### src/rtl/blackjack_multi_ctrl.sv
// Multi-seat blackjack sequencer: shuffle, round-robin deal, player turns, dealer auto-play, latched results.
// Optional idle auto-stay per seat is compiled in with `define PLAYER_TIMEOUT_EN.
module blackjack_multi_ctrl #(
    parameter int N_PLAYERS      = 2,
    parameter int DISPLAY_CYCLES = 100000000,
    parameter int DEALER_STAND   = 17,
    parameter int TIMEOUT_CYCLES = 500000000
) (
    input  logic                   i_clock,
    input  logic                   i_reset_n,
    input  logic                   i_new_game,
    input  logic                   i_shuffle_ok,
    input  logic                   i_card_ok,
    input  logic [N_PLAYERS-1:0]   i_hit,
    input  logic [N_PLAYERS-1:0]   i_stay,
    input  logic [6*N_PLAYERS-1:0] i_pts_players,
    input  logic [5:0]             i_pts_dealer,
    output logic                   o_shuffle_start,
    output logic                   o_req_valid,
    output logic                   o_req_dealer,
    output logic [2:0]             o_req_seat,
    output logic [2:0]             o_active_seat,
    output logic                   o_player_hit,
    output logic                   o_player_stay,
    output logic                   o_dealer_hit,
    output logic                   o_dealer_stay,
    output logic [N_PLAYERS-1:0]   o_win,
    output logic [N_PLAYERS-1:0]   o_lose,
    output logic [N_PLAYERS-1:0]   o_tie,
    output logic                   o_game_done
);

    localparam int                DISP_W        = $clog2(DISPLAY_CYCLES);
    localparam logic [DISP_W-1:0] DISP_LAST     = DISP_W'(DISPLAY_CYCLES - 1);
    localparam logic [5:0]        STAND_PTS     = 6'(DEALER_STAND);
    localparam logic [2:0]        LAST_SEAT     = 3'(N_PLAYERS - 1);
    localparam logic [3:0]        DEAL_LAST_POS = 4'(N_PLAYERS);

    typedef enum logic [3:0] {
        S_IDLE, S_SHUFFLE, S_DEAL, S_DEAL_WAIT,
        S_PLAYER_TURN, S_P_HIT_SHOW, S_P_FETCH, S_P_WAIT, S_P_STAY_SHOW, S_NEXT_SEAT,
        S_DEALER_TURN, S_D_HIT_SHOW, S_D_FETCH, S_D_WAIT, S_D_STAY_SHOW, S_RESULT
    } state_t;

    state_t              r_state;
    state_t              w_state_next;
    logic [2:0]          r_seat;
    logic [2:0]          w_seat_next;
    logic [3:0]          r_deal_pos;
    logic [3:0]          w_deal_pos_next;
    logic                r_deal_round;
    logic                w_deal_round_next;
    logic [DISP_W-1:0]   r_disp_cnt;
    logic                w_disp_done;
    logic                w_timeout;

    logic [5:0]          w_pts [N_PLAYERS];
    logic [N_PLAYERS-1:0] w_bust;
    logic [N_PLAYERS-1:0] w_res_win;
    logic [N_PLAYERS-1:0] w_res_lose;
    logic [N_PLAYERS-1:0] w_res_tie;
    logic                w_dealer_bust;
    logic                w_all_bust;
    logic [5:0]          w_cur_pts;
    logic                w_cur_hit;
    logic                w_cur_stay;

    logic                w_shuffle_start;
    logic                w_req_valid;
    logic                w_req_dealer;
    logic [2:0]          w_req_seat;
    logic                w_player_hit;
    logic                w_player_stay;
    logic                w_dealer_hit;
    logic                w_dealer_stay;
    logic                w_game_done;

    assign w_dealer_bust = i_pts_dealer > 6'd21;
    assign w_all_bust    = &w_bust;

    // Per-seat score slicing and outcome evaluation against the dealer
    generate
        for (genvar gi = 0; gi < N_PLAYERS; gi++) begin : g_seat
            assign w_pts[gi]      = i_pts_players[6*gi +: 6];
            assign w_bust[gi]     = w_pts[gi] > 6'd21;
            assign w_res_lose[gi] = w_bust[gi] | (!w_dealer_bust & (w_pts[gi] < i_pts_dealer));
            assign w_res_win[gi]  = !w_bust[gi] & (w_dealer_bust | (w_pts[gi] > i_pts_dealer));
            assign w_res_tie[gi]  = !w_bust[gi] & !w_dealer_bust & (w_pts[gi] == i_pts_dealer);
        end
    endgenerate

    always_comb begin
        w_cur_pts  = 6'd0;
        w_cur_hit  = 1'b0;
        w_cur_stay = 1'b0;
        for (int i = 0; i < N_PLAYERS; i++) begin
            if (r_seat == 3'(i)) begin
                w_cur_pts  = w_pts[i];
                w_cur_hit  = i_hit[i];
                w_cur_stay = i_stay[i];
            end
        end
    end

    assign w_disp_done = (r_disp_cnt == DISP_LAST);

    always_ff @(posedge i_clock or negedge i_reset_n) begin
        if (!i_reset_n) begin
            r_disp_cnt <= '0;
        end else if (w_state_next != r_state) begin
            r_disp_cnt <= '0;
        end else begin
            r_disp_cnt <= r_disp_cnt + DISP_W'(1);
        end
    end

`ifdef PLAYER_TIMEOUT_EN
    localparam int              TO_W    = $clog2(TIMEOUT_CYCLES + 1);
    localparam logic [TO_W-1:0] TO_LAST = TO_W'(TIMEOUT_CYCLES - 1);
    logic [TO_W-1:0] r_idle_cnt;

    assign w_timeout = (r_idle_cnt == TO_LAST);

    always_ff @(posedge i_clock or negedge i_reset_n) begin
        if (!i_reset_n) begin
            r_idle_cnt <= '0;
        end else if ((r_state != S_PLAYER_TURN) || (w_state_next != S_PLAYER_TURN)) begin
            r_idle_cnt <= '0;
        end else begin
            r_idle_cnt <= r_idle_cnt + TO_W'(1);
        end
    end
`else
    // Auto-stay compiled out; the parameter stays referenced so the interface is identical.
    assign w_timeout = (TIMEOUT_CYCLES < 0);
`endif

    always_ff @(posedge i_clock or negedge i_reset_n) begin
        if (!i_reset_n) begin
            r_state      <= S_IDLE;
            r_seat       <= 3'd0;
            r_deal_pos   <= 4'd0;
            r_deal_round <= 1'b0;
        end else begin
            r_state      <= w_state_next;
            r_seat       <= w_seat_next;
            r_deal_pos   <= w_deal_pos_next;
            r_deal_round <= w_deal_round_next;
        end
    end

    always_comb begin
        w_state_next      = r_state;
        w_seat_next       = r_seat;
        w_deal_pos_next   = r_deal_pos;
        w_deal_round_next = r_deal_round;
        case (r_state)
            S_IDLE: w_state_next = S_SHUFFLE;
            S_SHUFFLE: begin
                w_seat_next       = 3'd0;
                w_deal_pos_next   = 4'd0;
                w_deal_round_next = 1'b0;
                if (i_shuffle_ok) w_state_next = S_DEAL;
            end
            S_DEAL: if (i_card_ok) w_state_next = S_DEAL_WAIT;
            S_DEAL_WAIT: begin
                if (!i_card_ok) begin
                    // Position N_PLAYERS is the dealer's slot; two passes make the opening hand
                    if (r_deal_pos == DEAL_LAST_POS) begin
                        if (r_deal_round) begin
                            w_seat_next  = 3'd0;
                            w_state_next = S_PLAYER_TURN;
                        end else begin
                            w_deal_pos_next   = 4'd0;
                            w_deal_round_next = 1'b1;
                            w_state_next      = S_DEAL;
                        end
                    end else begin
                        w_deal_pos_next = r_deal_pos + 4'd1;
                        w_state_next    = S_DEAL;
                    end
                end
            end
            S_PLAYER_TURN: begin
                if (w_cur_pts >= 6'd21)        w_state_next = S_NEXT_SEAT;
                else if (w_cur_hit)            w_state_next = S_P_HIT_SHOW;
                else if (w_cur_stay || w_timeout) w_state_next = S_P_STAY_SHOW;
            end
            S_P_HIT_SHOW:  if (w_disp_done) w_state_next = S_P_FETCH;
            S_P_FETCH:     if (i_card_ok)   w_state_next = S_P_WAIT;
            S_P_WAIT:      if (!i_card_ok)  w_state_next = S_PLAYER_TURN;
            S_P_STAY_SHOW: if (w_disp_done) w_state_next = S_NEXT_SEAT;
            S_NEXT_SEAT: begin
                if (r_seat < LAST_SEAT) begin
                    w_seat_next  = r_seat + 3'd1;
                    w_state_next = S_PLAYER_TURN;
                end else if (w_all_bust) begin
                    w_state_next = S_RESULT;
                end else begin
                    w_state_next = S_DEALER_TURN;
                end
            end
            S_DEALER_TURN: begin
                if (w_dealer_bust)                  w_state_next = S_RESULT;
                else if (i_pts_dealer >= STAND_PTS) w_state_next = S_D_STAY_SHOW;
                else                                w_state_next = S_D_HIT_SHOW;
            end
            S_D_HIT_SHOW:  if (w_disp_done) w_state_next = S_D_FETCH;
            S_D_FETCH:     if (i_card_ok)   w_state_next = S_D_WAIT;
            S_D_WAIT:      if (!i_card_ok)  w_state_next = S_DEALER_TURN;
            S_D_STAY_SHOW: if (w_disp_done) w_state_next = S_RESULT;
            S_RESULT:      if (i_new_game)  w_state_next = S_SHUFFLE;
            default:       w_state_next = S_IDLE;
        endcase
    end

    // Outputs are decoded from the next state so the registered copies line up with r_state
    always_comb begin
        w_shuffle_start = 1'b0;
        w_req_valid     = 1'b0;
        w_req_dealer    = 1'b0;
        w_req_seat      = 3'd0;
        w_player_hit    = 1'b0;
        w_player_stay   = 1'b0;
        w_dealer_hit    = 1'b0;
        w_dealer_stay   = 1'b0;
        w_game_done     = 1'b0;
        case (w_state_next)
            S_SHUFFLE: w_shuffle_start = 1'b1;
            S_DEAL: begin
                w_req_valid = 1'b1;
                if (w_deal_pos_next == DEAL_LAST_POS) w_req_dealer = 1'b1;
                else                                  w_req_seat   = w_deal_pos_next[2:0];
            end
            S_P_FETCH: begin
                w_req_valid = 1'b1;
                w_req_seat  = w_seat_next;
            end
            S_D_FETCH: begin
                w_req_valid  = 1'b1;
                w_req_dealer = 1'b1;
            end
            S_P_HIT_SHOW:  w_player_hit  = 1'b1;
            S_P_STAY_SHOW: w_player_stay = 1'b1;
            S_D_HIT_SHOW:  w_dealer_hit  = 1'b1;
            S_D_STAY_SHOW: w_dealer_stay = 1'b1;
            S_RESULT:      w_game_done   = 1'b1;
            default: ;
        endcase
    end

    always_ff @(posedge i_clock or negedge i_reset_n) begin
        if (!i_reset_n) begin
            o_shuffle_start <= 1'b0;
            o_req_valid     <= 1'b0;
            o_req_dealer    <= 1'b0;
            o_req_seat      <= 3'd0;
            o_player_hit    <= 1'b0;
            o_player_stay   <= 1'b0;
            o_dealer_hit    <= 1'b0;
            o_dealer_stay   <= 1'b0;
            o_game_done     <= 1'b0;
        end else begin
            o_shuffle_start <= w_shuffle_start;
            o_req_valid     <= w_req_valid;
            o_req_dealer    <= w_req_dealer;
            o_req_seat      <= w_req_seat;
            o_player_hit    <= w_player_hit;
            o_player_stay   <= w_player_stay;
            o_dealer_hit    <= w_dealer_hit;
            o_dealer_stay   <= w_dealer_stay;
            o_game_done     <= w_game_done;
        end
    end

    // Outcomes are captured once on entry to RESULT and held until the next hand starts
    always_ff @(posedge i_clock or negedge i_reset_n) begin
        if (!i_reset_n) begin
            o_win  <= '0;
            o_lose <= '0;
            o_tie  <= '0;
        end else if ((w_state_next == S_RESULT) && (r_state != S_RESULT)) begin
            o_win  <= w_res_win;
            o_lose <= w_res_lose;
            o_tie  <= w_res_tie;
        end else if ((r_state == S_RESULT) && (w_state_next != S_RESULT)) begin
            o_win  <= '0;
            o_lose <= '0;
            o_tie  <= '0;
        end
    end

    assign o_active_seat = r_seat;

endmodule

### config.mk
export PLATFORM = sky130hd
export DESIGN_NAME = blackjack_multi_ctrl
export DESIGN_NICKNAME = d
export VERILOG_FILES = /design/src/rtl/blackjack_multi_ctrl.sv
export SDC_FILE = /design/constraint.sdc
export NUM_CORES = 1
export LEC_CHECK = 0
export CAP_MARGIN = 20
export CORE_MARGIN = 2
export CORE_UTILIZATION = 25
export DETAILED_ROUTE_END_ITERATION = 12
export PLACE_DENSITY = 0.44
export SETUP_SLACK_MARGIN = 0.15
export SLEW_MARGIN = 25
export SYNTH_ARGS = -nofsm -noshare
export SYNTH_HDL_FRONTEND = slang
export SYNTH_SLANG_ARGS = --single-unit
### constraint.sdc
create_clock -name i_clock -period 9.02 [get_ports i_clock]
set_clock_uncertainty 0.15 [all_clocks]
set_input_delay 2.706 -clock i_clock [delete_from_list [all_inputs] [get_ports i_clock]]
set_output_delay 2.706 -clock i_clock [all_outputs]
set_load 0.01 [all_outputs]
==> reports/metrics.json, run 1 <==
{
  "post_route_cells_drive_above_1_share_pct": 4.33,
  "largest_vdd_supply_drop_v": 0.000117,
  "end_kind": "register",
  "synth.net_count": 421,
  "placed_cell_area_mm2": 0.00401,
  "timing.final.setup_violations": 0,
  "final_util_pct": 31.6,
  "area_growth_pct": 23.2,
  "critical_path_required_ps": 9060,
  "post_synth_instance_area_mm2": 0.00340,
  "slew_headroom_pct": 50.8,
  "yosys.area.top_type": "sky130_fd_sc_hd__dfrtp_1",
  "final_cells": 592,
  "cap_violations": 0,
  "setup_repair_after_global_routing_missed_its_margin": "false",
  "hold_viol_final": 0,
  "synth_top_area_share_pct": 41.3,
  "h-tree-depth": 2,
  "diodes": 0,
  "grt_use_total_pct": 11.7,
  "synth_top_cells_by_area": "sky130_fd_sc_hd__dfrtp_1 (41%), sky130_fd_sc_hd__ha_1 (7.0%), sky130_fd_sc_hd__xor2_1 (5.2%), sky130_fd_sc_hd__nor2_1 (5.1%), sky130_fd_sc_hd__nand3_1 (3.5%)",
  "grt_first_pass_wirelength_um": 13700,
  "dpl.hpwl_um": 6230,
  "seq_area_frac_synth_pct": 41.3,
  "power.leakage_nw": 1.79,
  "row_count": 42,
  "clock_latency_on_the_worst_skew_pair_ps": 290,
  "design_power_total_uw": 945,
  "die_height_um": 121,
  "preCtsSetupSlack_ps": 3000,
  "register_area_mm2": 0.00140,
  "floorplan.io_pins": 47,
  "wl_per_cell_um": 13.9,
  "highest_clock_rate_mhz": 174,
  "final.period_utilization_pct": 63.7,
  "hold_path_depth": 1,
  "rr_worst_depth": 10,
  "grt_antenna_before_repair": 0,
  "synth_top_family_by_area": "simple AND/OR/NAND/NOR gates",
  "tightest_slew_ps": 738,
  "synth_simple_gate_area_share_pct": 26.1,
  "clock_tree_from_tritoncts": "yes",
  "drt_drc_violations_left": 0,
  "synth_edf_count": 0,
  "min_delay_path_class": "reg -> reg",
  "first_pass_iters": 4,
  "grt_overflow": 0,
  "maximum_number_of_pins_on_one_net_before_global_route_repair": 57,
  "ys.flop_type": "sky130_fd_sc_hd__dfrtp_1",
  "mean_instance_size_in_the_synthesized_netlist_um2": 9.06,
  "post_synth_inst_count": 375,
  "ctsResizeCount": 0,
  "ys_ff_latch": 56,
  "drt_total_wl_um": 8240,
  "post-route-min-period_ps": 5740,
  "ys.warnings.count": 0,
  "die_area_mm2": 0.0145,
  "detailroute.via_count": 2817,
  "antenna_left": 0,
  "maxSlewViolCount": 0,
  "critical_path.startpoint_type": "primary input",
  "ys_types": 62,
  "port_buffers": 46,
  "post-cts-setup-buffers": 0,
  "fin_nets": 461,
  "synth_xor_area_share_pct": 6.19,
  "max-clock-path-buffers": 2,
  "layout_commonest_cell": "sky130_fd_sc_hd__dfrtp_1",
  "synth_async_sr_flop_share_pct": 100,
  "clock-sinks": 56,
  "layout_common_cells": "sky130_fd_sc_hd__dfrtp_1 (56), sky130_fd_sc_hd__nor2_1 (46), sky130_fd_sc_hd__clkdlybuf4s50_1 (45), sky130_fd_sc_hd__nand3_1 (24), sky130_fd_sc_hd__nand2_1 (24)",
  "share_of_the_synthesized_area_in_compound_gates_ao_oa_aoi_oai_pct": 14.3,
  "drt_first_iter_violations": 152,
  "cts_buffers": 5,
  "yosys.area_share.adder_pct": 7.00,
  "vias_per_cell": 4.76,
  "placed_cells": 584,
  "crit_path_category": "in -> reg",
  "holdBufCountCts": 0,
  "grt_pass1_vias": 2801,
  "run_status": "finished, final reports clean",
  "pwr_density_cell_mw_per_mm2": 226,
  "cts_root_buf": "sky130_fd_sc_hd__clkbuf_16",
  "start_util_pct": 25.7,
  "hold_ws_ps": 331,
  "crit_fanout": 12,
  "final.fill_count": 1394,
  "core-area_mm2": 0.0132,
  "worst_slack_ps": 3280,
  "synth.area.mux_share_pct": 0.884,
  "stdcell_area_mm2": 0.00419,
  "die_x_um": 121,
  "timing.critical_path.arrival_ps": 5780,
  "multiInputGateArea_mm2": 0.00185,
  "finalSetupTns_ps": 0,
  "gpl.final_weighted_congestion": 0.843,
  "clkTransAtPathRegs_ps": 70
}
==> cells by family after synthesis <==
logic type,count (synthesis)
DFF,56
and+or+nand+nor,169
buffers and inverters,34
muxes,3
AOI/OAI and AO/OA,70
adders and majority gates,19
xor gates and xnor gates,24
==> power by group <==
group	internal (mW)	switching, mW	leakage [nW]	total (mW)
Sequential	0.283	0.0535	0.771	0.337
Combinational	0.145	0.234	0.929	0.378
Clock	0.139	0.0901	0.0871	0.229
==> worst paths after layout <==
| path | to | startpoint | slack [ps] |
|---|---|---|---|
| worst max-delay path | o_win[1] | i_card_ok | 3280 |
| worst min-delay path | r_disp_cnt[0] | r_disp_cnt[0] | 330 |
| worst max register to register | o_win[1] | r_state[3] | 5510 |
| worst min register to register | r_disp_cnt[0] | r_disp_cnt[0] | 330 |
| max in group asynchronous | o_req_dealer | i_reset_n | 5820 |
| min in group asynchronous | r_disp_cnt[4] | i_reset_n | 2400 |
==> layout make-up <==
cell class / count / area share [%]
Multi-Input combinational cell: 285 / 44.2
Sequential cell: 56 / 33.5
Timing Repair Buffer: 47 / 11.1
Tap cell: 176 / 5.26
Clock buffer: 6 / 3.32
Inverter: 20 / 1.79
Clock inverter: 2 / 0.926
==> sequential cells by signal, indices dropped and copies added (netlist names) <==
signal,cells
o_req_dealer,1
o_req_seat,3
o_tie,2
r_deal_round,1
o_win,2
o_player_stay,1
o_player_hit,1
o_active_seat,3
r_deal_pos,4
o_shuffle_start,1
r_disp_cnt,27
o_req_valid,1
r_state,4
o_dealer_stay,1
o_lose,2
o_dealer_hit,1
o_game_done,1
==> routing by layer <==
| metal | wire length [um] | GRT usage [%] |
|---|---|---|
| met5 | 0 | 0 |
| met3 | 184 | 2.12 |
| met2 | 4160 | 20.1 |
| met4 | 99 | 2.98 |
| met1 | 3800 | 15.1 |
==> worst max-delay path, cell delays in order <==
cell	delay (ps)
sky130_fd_sc_hd__clkdlybuf4s50_1	590
sky130_fd_sc_hd__nor4b_1	410
sky130_fd_sc_hd__a21boi_0	190
sky130_fd_sc_hd__a211o_1	250
sky130_fd_sc_hd__a221oi_1	350
sky130_fd_sc_hd__inv_1	170
sky130_fd_sc_hd__nand3_1	140
sky130_fd_sc_hd__nor2b_1	100
sky130_fd_sc_hd__ha_1	450
sky130_fd_sc_hd__nand2b_1	170
sky130_fd_sc_hd__nor2_1	50
sky130_fd_sc_hd__a22o_1	200
==> synth_stat cells (3+ instances only) <==
library cell and instances:
sky130_fd_sc_hd__ha_1 19, sky130_fd_sc_hd__nor4_1 3, sky130_fd_sc_hd__a22o_1 3, sky130_fd_sc_hd__nand2b_1 6, sky130_fd_sc_hd__o21a_1 3, sky130_fd_sc_hd__nor2b_1 6, sky130_fd_sc_hd__a21oi_1 14, sky130_fd_sc_hd__inv_1 20
sky130_fd_sc_hd__buf_2 3, sky130_fd_sc_hd__and3_1 8, sky130_fd_sc_hd__and2_1 7, sky130_fd_sc_hd__nand2_1 24, sky130_fd_sc_hd__xnor2_1 4, sky130_fd_sc_hd__nand4_1 12, sky130_fd_sc_hd__o21ai_0 19, sky130_fd_sc_hd__xor2_1 20
sky130_fd_sc_hd__nor2_1 46, sky130_fd_sc_hd__clkbuf_1 7, sky130_fd_sc_hd__dfrtp_1 56, sky130_fd_sc_hd__or3_1 6, sky130_fd_sc_hd__o211ai_1 3, sky130_fd_sc_hd__nor3_1 7, sky130_fd_sc_hd__and4_1 4, sky130_fd_sc_hd__nand3_1 24
sky130_fd_sc_hd__mux2i_1 3
Note: power is estimated with default switching activity, not from simulation.
==> run 2: changes to the inputs <==
==> constraint.sdc (replaced) <==
create_clock -name i_clock -period 5.7 [get_ports i_clock]
set_clock_uncertainty 0.15 [all_clocks]
set_input_delay 1.71 -clock i_clock [delete_from_list [all_inputs] [get_ports i_clock]]
set_output_delay 1.71 -clock i_clock [all_outputs]
set_load 0.01 [all_outputs]
==> run 2 against run 1 <==
  * Cell count grew 0.34%
  * Combinational power rose by 63%
  * First-iteration DRC count grew 14%
  * Cell area about the same
  * Sequential share of layout area about the same
  * Sequential power grew 60%
==> reports/metrics.json, run 2 (synthesis results as in run 1) <==
{
  "run_status": "finished, final reports clean",
  "slew_headroom": {"value": 51.4, "unit": "%", "change": "+0.64 points"},
  "wl_per_cell": {"value": 14.1, "unit": "um", "change": "+1.4%"},
  "max-clock-path-buffers": {"value": 2, "change": "unchanged"},
  "drt_drc_violations_left": {"value": 0, "change": "unchanged"},
  "layout_commonest_cell": "sky130_fd_sc_hd__dfrtp_1",
  "ctsResizeCount": {"value": 0, "change": "unchanged"},
  "stage_delay_of_the_slowest_cell_on_the_critical_path": {"value": 610, "unit": "ps", "change": "+20 ps"},
  "crit_fanout": {"value": 12, "change": "unchanged"},
  "drt_first_iter_violations": {"value": 174, "change": "+14%"},
  "grt_antenna_before_repair": {"value": 0, "change": "unchanged"},
  "critical_path.startpoint_type": "primary input",
  "hold_viol_final": {"value": 0, "change": "unchanged"},
  "maximum_number_of_pins_on_one_net_before_global_route_repair": {"value": 57, "change": "unchanged"},
  "core-area": {"value": 0.0132, "unit": "mm2", "change": "unchanged"},
  "finalSetupTns": {"value": 0, "unit": "ps", "change": "unchanged"},
  "final.fill_count": {"value": 1405, "change": "+0.79%"},
  "preCtsSetupSlack": {"value": 635, "unit": "ps", "change": "-2360 ps"},
  "floorplan.io_pins": {"value": 47, "change": "unchanged"},
  "design_power_total": {"value": 1.51, "unit": "mW", "change": "+59%"},
  "antenna_left": {"value": 0, "change": "unchanged"},
  "maxSlewViolCount": {"value": 0, "change": "unchanged"},
  "grt_use_total": {"value": 12.0, "unit": "%", "change": "+0.33 points"},
  "clock_tree_from_tritoncts": "yes",
  "cts_buffers": {"value": 5, "change": "unchanged"},
  "path_cells": "clkdlybuf4s50_1 -> nor4b_1 -> a21boi_0 -> a211o_1 -> a221oi_1 -> inv_1 -> nand3_1 -> nor2b_1 -> ha_1 -> nand2b_1 -> nor2_1 -> a22o_1",
  "crit_path_category": "in -> reg",
  "end_kind": "register",
  "post-route-min-period_ps": 4780,
  "largest_vdd_supply_drop": {"value": 0.000148, "unit": "V", "change": "+26%"},
  "setup_repair_after_global_routing_missed_its_margin": "false",
  "worst_slack": {"value": 922, "unit": "ps", "change": "-2360 ps"},
  "largestRegisters": "r_disp_cnt (27), r_deal_pos (4), r_state (4)",
  "post-cts-setup-buffers": {"value": 0, "change": "unchanged"},
  "cts_root_buf": "sky130_fd_sc_hd__clkbuf_16",
  "die_area": {"value": 0.0145, "unit": "mm2", "change": "unchanged"},
  "gpl.final_weighted_congestion": {"value": 0.847, "change": "+0.49%"},
  "clkTransAtPathRegs": {"value": 70, "unit": "ps", "change": "about the same"},
  "final_util": {"value": 31.6, "unit": "%", "change": "about the same"},
  "h-tree-depth": {"value": 2, "change": "unchanged"},
  "first_pass_iters": {"value": 4, "change": "unchanged"},
  "critical_path_required": {"value": 5740, "unit": "ps", "change": "-3320 ps"},
  "crit_path_top_delay_cell": "sky130_fd_sc_hd__clkdlybuf4s50_1",
  "largest_register_ffs": {"value": 27, "change": "unchanged"},
  "clock_latency_on_the_worst_skew_pair": {"value": 300, "unit": "ps", "change": "about the same"},
  "diodes": {"value": 0, "change": "unchanged"},
  "pwr_density_cell": {"value": 360, "unit": "mW/mm2", "change": "+59%"},
  "start_util": {"value": 25.7, "unit": "%", "change": "unchanged"},
  "tightest_slew": {"value": 728, "unit": "ps", "change": "-9.64 ps"},
  "drt_total_wl": {"value": 8390, "unit": "um", "change": "+1.7%"},
  "row_count": {"value": 42, "change": "unchanged"},
  "timing.critical_path.arrival": {"value": 4810, "unit": "ps", "change": "-970 ps"},
  "fin_nets": {"value": 463, "change": "+0.43%"},
  "register_area": {"value": 0.00140, "unit": "mm2", "change": "unchanged"},
  "highest_clock_rate_mhz": 209,
  "layout_common_cells": "sky130_fd_sc_hd__dfrtp_1 (56), sky130_fd_sc_hd__nor2_1 (46), sky130_fd_sc_hd__clkdlybuf4s50_1 (45), sky130_fd_sc_hd__nand3_1 (24), sky130_fd_sc_hd__nand2_1 (24)",
  "vias_per_cell": {"value": 4.80, "change": "+0.94%"},
  "die_x": {"value": 121, "unit": "um", "change": "unchanged"},
  "detailroute.via_count": {"value": 2853, "change": "+1.3%"},
  "port_buffers": {"value": 46, "change": "unchanged"},
  "post_route_cells_drive_above_1_share": {"value": 4.55, "unit": "%", "change": "+0.22 points"},
  "grt_first_pass_wirelength": {"value": 14000, "unit": "um", "change": "+2.5%"},
  "die_height": {"value": 121, "unit": "um", "change": "unchanged"},
  "final.period_utilization_pct": 83.8,
  "largest-register": "r_disp_cnt",
  "cap_violations": {"value": 0, "change": "unchanged"},
  "holdBufCountCts": {"value": 0, "change": "unchanged"},
  "grt_overflow": {"value": 0, "change": "unchanged"},
  "area_growth": {"value": 23.3, "unit": "%", "change": "about the same"},
  "grt_pass1_vias": {"value": 2813, "change": "+0.43%"},
  "clock-sinks": {"value": 56, "change": "unchanged"},
  "timing.final.setup_violations": {"value": 0, "change": "unchanged"},
  "power.leakage": {"value": 1.79, "unit": "nW", "change": "+0.21%"},
  "min_delay_path_class": "reg -> reg",
  "dpl.hpwl": {"value": 6260, "unit": "um", "change": "+0.55%"},
  "multiInputGateArea": {"value": 0.00185, "unit": "mm2", "change": "unchanged"}
}
-- run 2: changes by cell type in the layout (fill, tap and decap cells not counted) --
cell / delta
sky130_fd_sc_hd__buf_4: +2
sky130_fd_sc_hd__clkbuf_1: +1
sky130_fd_sc_hd__clkbuf_8: -1
sky130_fd_sc_hd__clkinv_2: +1
sky130_fd_sc_hd__clkinv_4: -1
-- run 2: worst max-delay path: cells and delay by family --
kind            cells  cell delay [ps]
buf+inv             2              780
fa+ha+maj           1              450
simple gates        5              850
compound gates      4             1020
-- run 2: path summary, 6_finish.rpt --
check	from	endpoint	slack, ps	cells after the start
worst max-delay path	i_card_ok	o_win[1]	920	12
max in group asynchronous	i_reset_n	o_player_stay	3510	2
worst min-delay path	r_disp_cnt[0]	r_disp_cnt[0]	340	1
worst max register to register	r_disp_cnt[0]	o_win[1]	2210	13
worst min register to register	r_disp_cnt[0]	r_disp_cnt[0]	340	1
min in group asynchronous	i_reset_n	r_disp_cnt[9]	1410	2
-- run 2: metal layers --
| layer | share of wire [%] | routed length [um] | GRT usage [%] |
|---|---|---|---|
| met1 | 47 | 3960 | 16.1 |
| met2 | 50 | 4170 | 20.4 |
| met3 | 2.3 | 197 | 1.89 |
| met4 | 0.73 | 61 | 2.62 |
| met5 | 0 | 0 | 0 |
-- run 2: layout make-up --
cell class              instances  area share, %
repair buffers                 49           11.4
multi-input cells             285           44.2
flip-flops and latches         56           33.5
well taps                     176           5.26
clock buffers                   6           3.08
clock inverters                 2          0.837
inverters                      20           1.79
-- run 2: per-stage QoR --
step	cells	hold WS [ps]	cell area (um2)
floorplan	375	295	3400
global placement	586	320	4020
detailed placement	586	334	4020
CTS	594	355	4190
global route	594	373	4190
finish	594	343	4190
-- run 2: report_power, final --
part / internal, mW / switching, mW
sequential: 0.448 / 0.0901
clock: 0.207 / 0.143
combinational: 0.244 / 0.375
==> run 3: changes to the inputs <==
==> constraint.sdc (replaced) <==
create_clock -name i_clock -period 4.8 [get_ports i_clock]
set_clock_uncertainty 0.15 [all_clocks]
set_input_delay 1.44 -clock i_clock [delete_from_list [all_inputs] [get_ports i_clock]]
set_output_delay 1.44 -clock i_clock [all_outputs]
set_load 0.01 [all_outputs]
==> run 3 against run 2 <==
  * Cell count rose by 0.34%
  * Via count fell by 1.5%
  * Count of clock-buffer cells in the layout rose by 1
  * Non-clock buffer count rose by 2
  * Critical path type unchanged
  * Largest power group unchanged
==> reports/metrics.json, run 3 (synthesis results as in run 1) <==
{
  "largestRegisters": "r_disp_cnt (27), r_deal_pos (4), r_state (4)",
  "drt_total_wl": {"value": 8480, "unit": "um", "change": "+1.1%"},
  "maximum_number_of_pins_on_one_net_before_global_route_repair": {"value": 33, "change": "-42%"},
  "power.switching_fraction": {"value": 40.5, "unit": "%", "change": "+0.18 points"},
  "cap_violations": {"value": 0, "change": "unchanged"},
  "detailroute.via_count": {"value": 2811, "change": "-1.5%"},
  "maxSlewViolCount": {"value": 0, "change": "unchanged"},
  "cts_buffers": {"value": 5, "change": "unchanged"},
  "drt_first_iter_violations": {"value": 115, "change": "-34%"},
  "timing.critical_path.arrival": {"value": 4240, "unit": "ps", "change": "-570 ps"},
  "clock-sinks": {"value": 56, "change": "unchanged"},
  "cp_num_buf_inv": {"value": 2, "change": "unchanged"},
  "port_buffers": {"value": 46, "change": "unchanged"},
  "start_util": {"value": 25.7, "unit": "%", "change": "unchanged"},
  "power.sequential.fraction": {"value": 36.3, "unit": "%", "change": "+0.6 points"},
  "power_switching": {"value": 709, "unit": "uW", "change": "+17%"},
  "slew_headroom": {"value": 49.5, "unit": "%", "change": "-1.9 points"},
  "h-tree-depth": {"value": 2, "change": "unchanged"},
  "crit_path_top_delay_cell": "sky130_fd_sc_hd__ha_1",
  "timing.final.setup_violations": {"value": 0, "change": "unchanged"},
  "stage_delay_of_the_slowest_cell_on_the_critical_path": {"value": 440, "unit": "ps", "change": "-170 ps"},
  "grt_overflow": {"value": 0, "change": "unchanged"},
  "finalSetupTns": {"value": 0, "unit": "ps", "change": "unchanged"},
  "path_cells": "clkdlybuf4s50_1 -> nor4b_1 -> a21boi_0 -> a211o_1 -> a221oi_1 -> inv_1 -> nand3_1 -> nor2b_1 -> ha_1 -> nand2b_1 -> nor2_1 -> a22o_1",
  "pwr_density_cell": {"value": 418, "unit": "mW/mm2", "change": "+16%"},
  "power.leakage": {"value": 1.79, "unit": "nW", "change": "about the same"},
  "clkTransAtPathRegs": {"value": 70, "unit": "ps", "change": "about the same"},
  "grt_antenna_before_repair": {"value": 0, "change": "unchanged"},
  "crit_path_category": "in -> reg",
  "power_frac_comb": {"value": 42.8, "unit": "%", "change": "+1.8 points"},
  "die_area": {"value": 0.0145, "unit": "mm2", "change": "unchanged"},
  "critical_path.startpoint_type": "primary input",
  "run_status": "finished, final reports clean",
  "cts_root_buf": "sky130_fd_sc_hd__clkbuf_16",
  "min_delay_path_class": "reg -> reg",
  "clock_latency_on_the_worst_skew_pair": {"value": 290, "unit": "ps", "change": "about the same"},
  "crit_fanout": {"value": 11, "change": "-1"},
  "layout_commonest_cell": "sky130_fd_sc_hd__dfrtp_1",
  "largest_register_ffs": {"value": 27, "change": "unchanged"},
  "clock_power_share": {"value": 20.9, "unit": "%", "change": "-2.3 points"},
  "fin_nets": {"value": 465, "change": "+0.43%"},
  "worst_slack": {"value": 581, "unit": "ps", "change": "-340 ps"},
  "largest_vdd_supply_drop": {"value": 0.000186, "unit": "V", "change": "+25%"},
  "largest-register": "r_disp_cnt",
  "tightest_slew": {"value": 757, "unit": "ps", "change": "+29.1 ps"},
  "post-cts-setup-buffers": {"value": 0, "change": "unchanged"},
  "setup_repair_after_global_routing_missed_its_margin": "false",
  "ctsResizeCount": {"value": 0, "change": "unchanged"},
  "floorplan.io_pins": {"value": 47, "change": "unchanged"},
  "final.period_utilization_pct": 87.9,
  "hold_viol_final": {"value": 0, "change": "unchanged"},
  "die_x": {"value": 121, "unit": "um", "change": "unchanged"},
  "diodes": {"value": 0, "change": "unchanged"},
  "holdBufCountCts": {"value": 0, "change": "unchanged"},
  "area_growth": {"value": 23.3, "unit": "%", "change": "about the same"},
  "max-clock-path-buffers": {"value": 2, "change": "unchanged"},
  "critical_path_required": {"value": 4820, "unit": "ps", "change": "-920 ps"},
  "wl_per_cell": {"value": 14.2, "unit": "um", "change": "+0.76%"},
  "highest_clock_rate_mhz": 237,
  "grt_first_pass_wirelength": {"value": 14500, "unit": "um", "change": "+3.5%"},
  "grt_use_total": {"value": 12.3, "unit": "%", "change": "+0.33 points"},
  "layout_common_cells": "sky130_fd_sc_hd__dfrtp_1 (56), sky130_fd_sc_hd__nor2_1 (46), sky130_fd_sc_hd__clkdlybuf4s50_1 (45), sky130_fd_sc_hd__nand3_1 (24), sky130_fd_sc_hd__nand2_1 (24)",
  "gpl.final_weighted_congestion": {"value": 0.792, "change": "-6.5%"},
  "drt_drc_violations_left": {"value": 0, "change": "unchanged"},
  "dpl.hpwl": {"value": 6470, "unit": "um", "change": "+3.3%"},
  "post_route_cells_drive_above_1_share": {"value": 5.00, "unit": "%", "change": "+0.45 points"},
  "first_pass_iters": {"value": 4, "change": "unchanged"},
  "preCtsSetupSlack": {"value": 293, "unit": "ps", "change": "-342 ps"},
  "end_kind": "register",
  "grt_pass1_vias": {"value": 2857, "change": "+1.6%"},
  "row_count": {"value": 42, "change": "unchanged"},
  "crit_family": "compound AO/OA/AOI/OAI gates",
  "post-route-min-period_ps": 4220,
  "clock_tree_from_tritoncts": "yes",
  "vias_per_cell": {"value": 4.72, "change": "-1.8%"},
  "die_height": {"value": 121, "unit": "um", "change": "unchanged"},
  "internal_power": {"value": 1.04, "unit": "mW", "change": "+16%"},
  "core-area": {"value": 0.0132, "unit": "mm2", "change": "unchanged"},
  "antenna_left": {"value": 0, "change": "unchanged"}
}
-- run 3: worst paths after layout --
kind / startpoint / to / slack (ps) / cells past startpoint
max in group asynchronous: i_reset_n / r_deal_pos[2] / 2580 / 2
hold reg to reg: r_disp_cnt[0] / r_disp_cnt[0] / 330 / 1
min in group asynchronous: i_reset_n / r_disp_cnt[2] / 1080 / 1
setup reg to reg: r_deal_pos[0] / o_win[1] / 1440 / 13
setup / recovery: i_card_ok / o_win[1] / 580 / 12
hold / removal: r_disp_cnt[0] / r_disp_cnt[0] / 330 / 1
-- run 3: cell type report --
type,instances,area (um2)
sequential,56,1400
fill,1421,9050
timing repair buffer,51,493
inverter,20,75.1
multi-input combinational,285,1850
tap,176,220
clock inverter,1,7.51
clock buffer,7,143
-- run 3: through the flow --
| step | hold slack [ps] | power, mW | utilization [%] | instances | area [um2] |
|---|---|---|---|---|---|
| 3_5_place_dp | 324 | 1.40 | 30.5 | 588 | 4040 |
| 4_1_cts | 333 | 1.78 | 31.6 | 596 | 4190 |
| 6_report | 329 | 1.75 | 31.6 | 596 | 4190 |
| 2_1_floorplan | 295 | 1.16 | - | 375 | 3400 |
| 5_1_grt | 383 | 1.91 | 31.6 | 596 | 4190 |
| 3_3_place_gp | 320 | 1.40 | 30.5 | 588 | 4040 |
-- run 3: per-layer routing --
layer	up-vias	share of wire [%]	routed length (um)	track usage (%)
met5	-	0	0	0
met4	0	1.3	114	3.13
met3	6	1.5	124	1.98
met2	22	51	4310	21.2
met1	1351	46	3930	16.1
li1	1432	-	-	-
-- run 3: power groups by stage --
stage | Sequential [mW] | Combinational [mW] | Clock [mW]
after floorplan | 0.590 | 0.573 | 0
after global placement | 0.648 | 0.748 | 0
final | 0.635 | 0.749 | 0.366
after CTS | 0.634 | 0.758 | 0.387
after detailed placement | 0.643 | 0.754 | 0
after global routing | 0.653 | 0.847 | 0.406
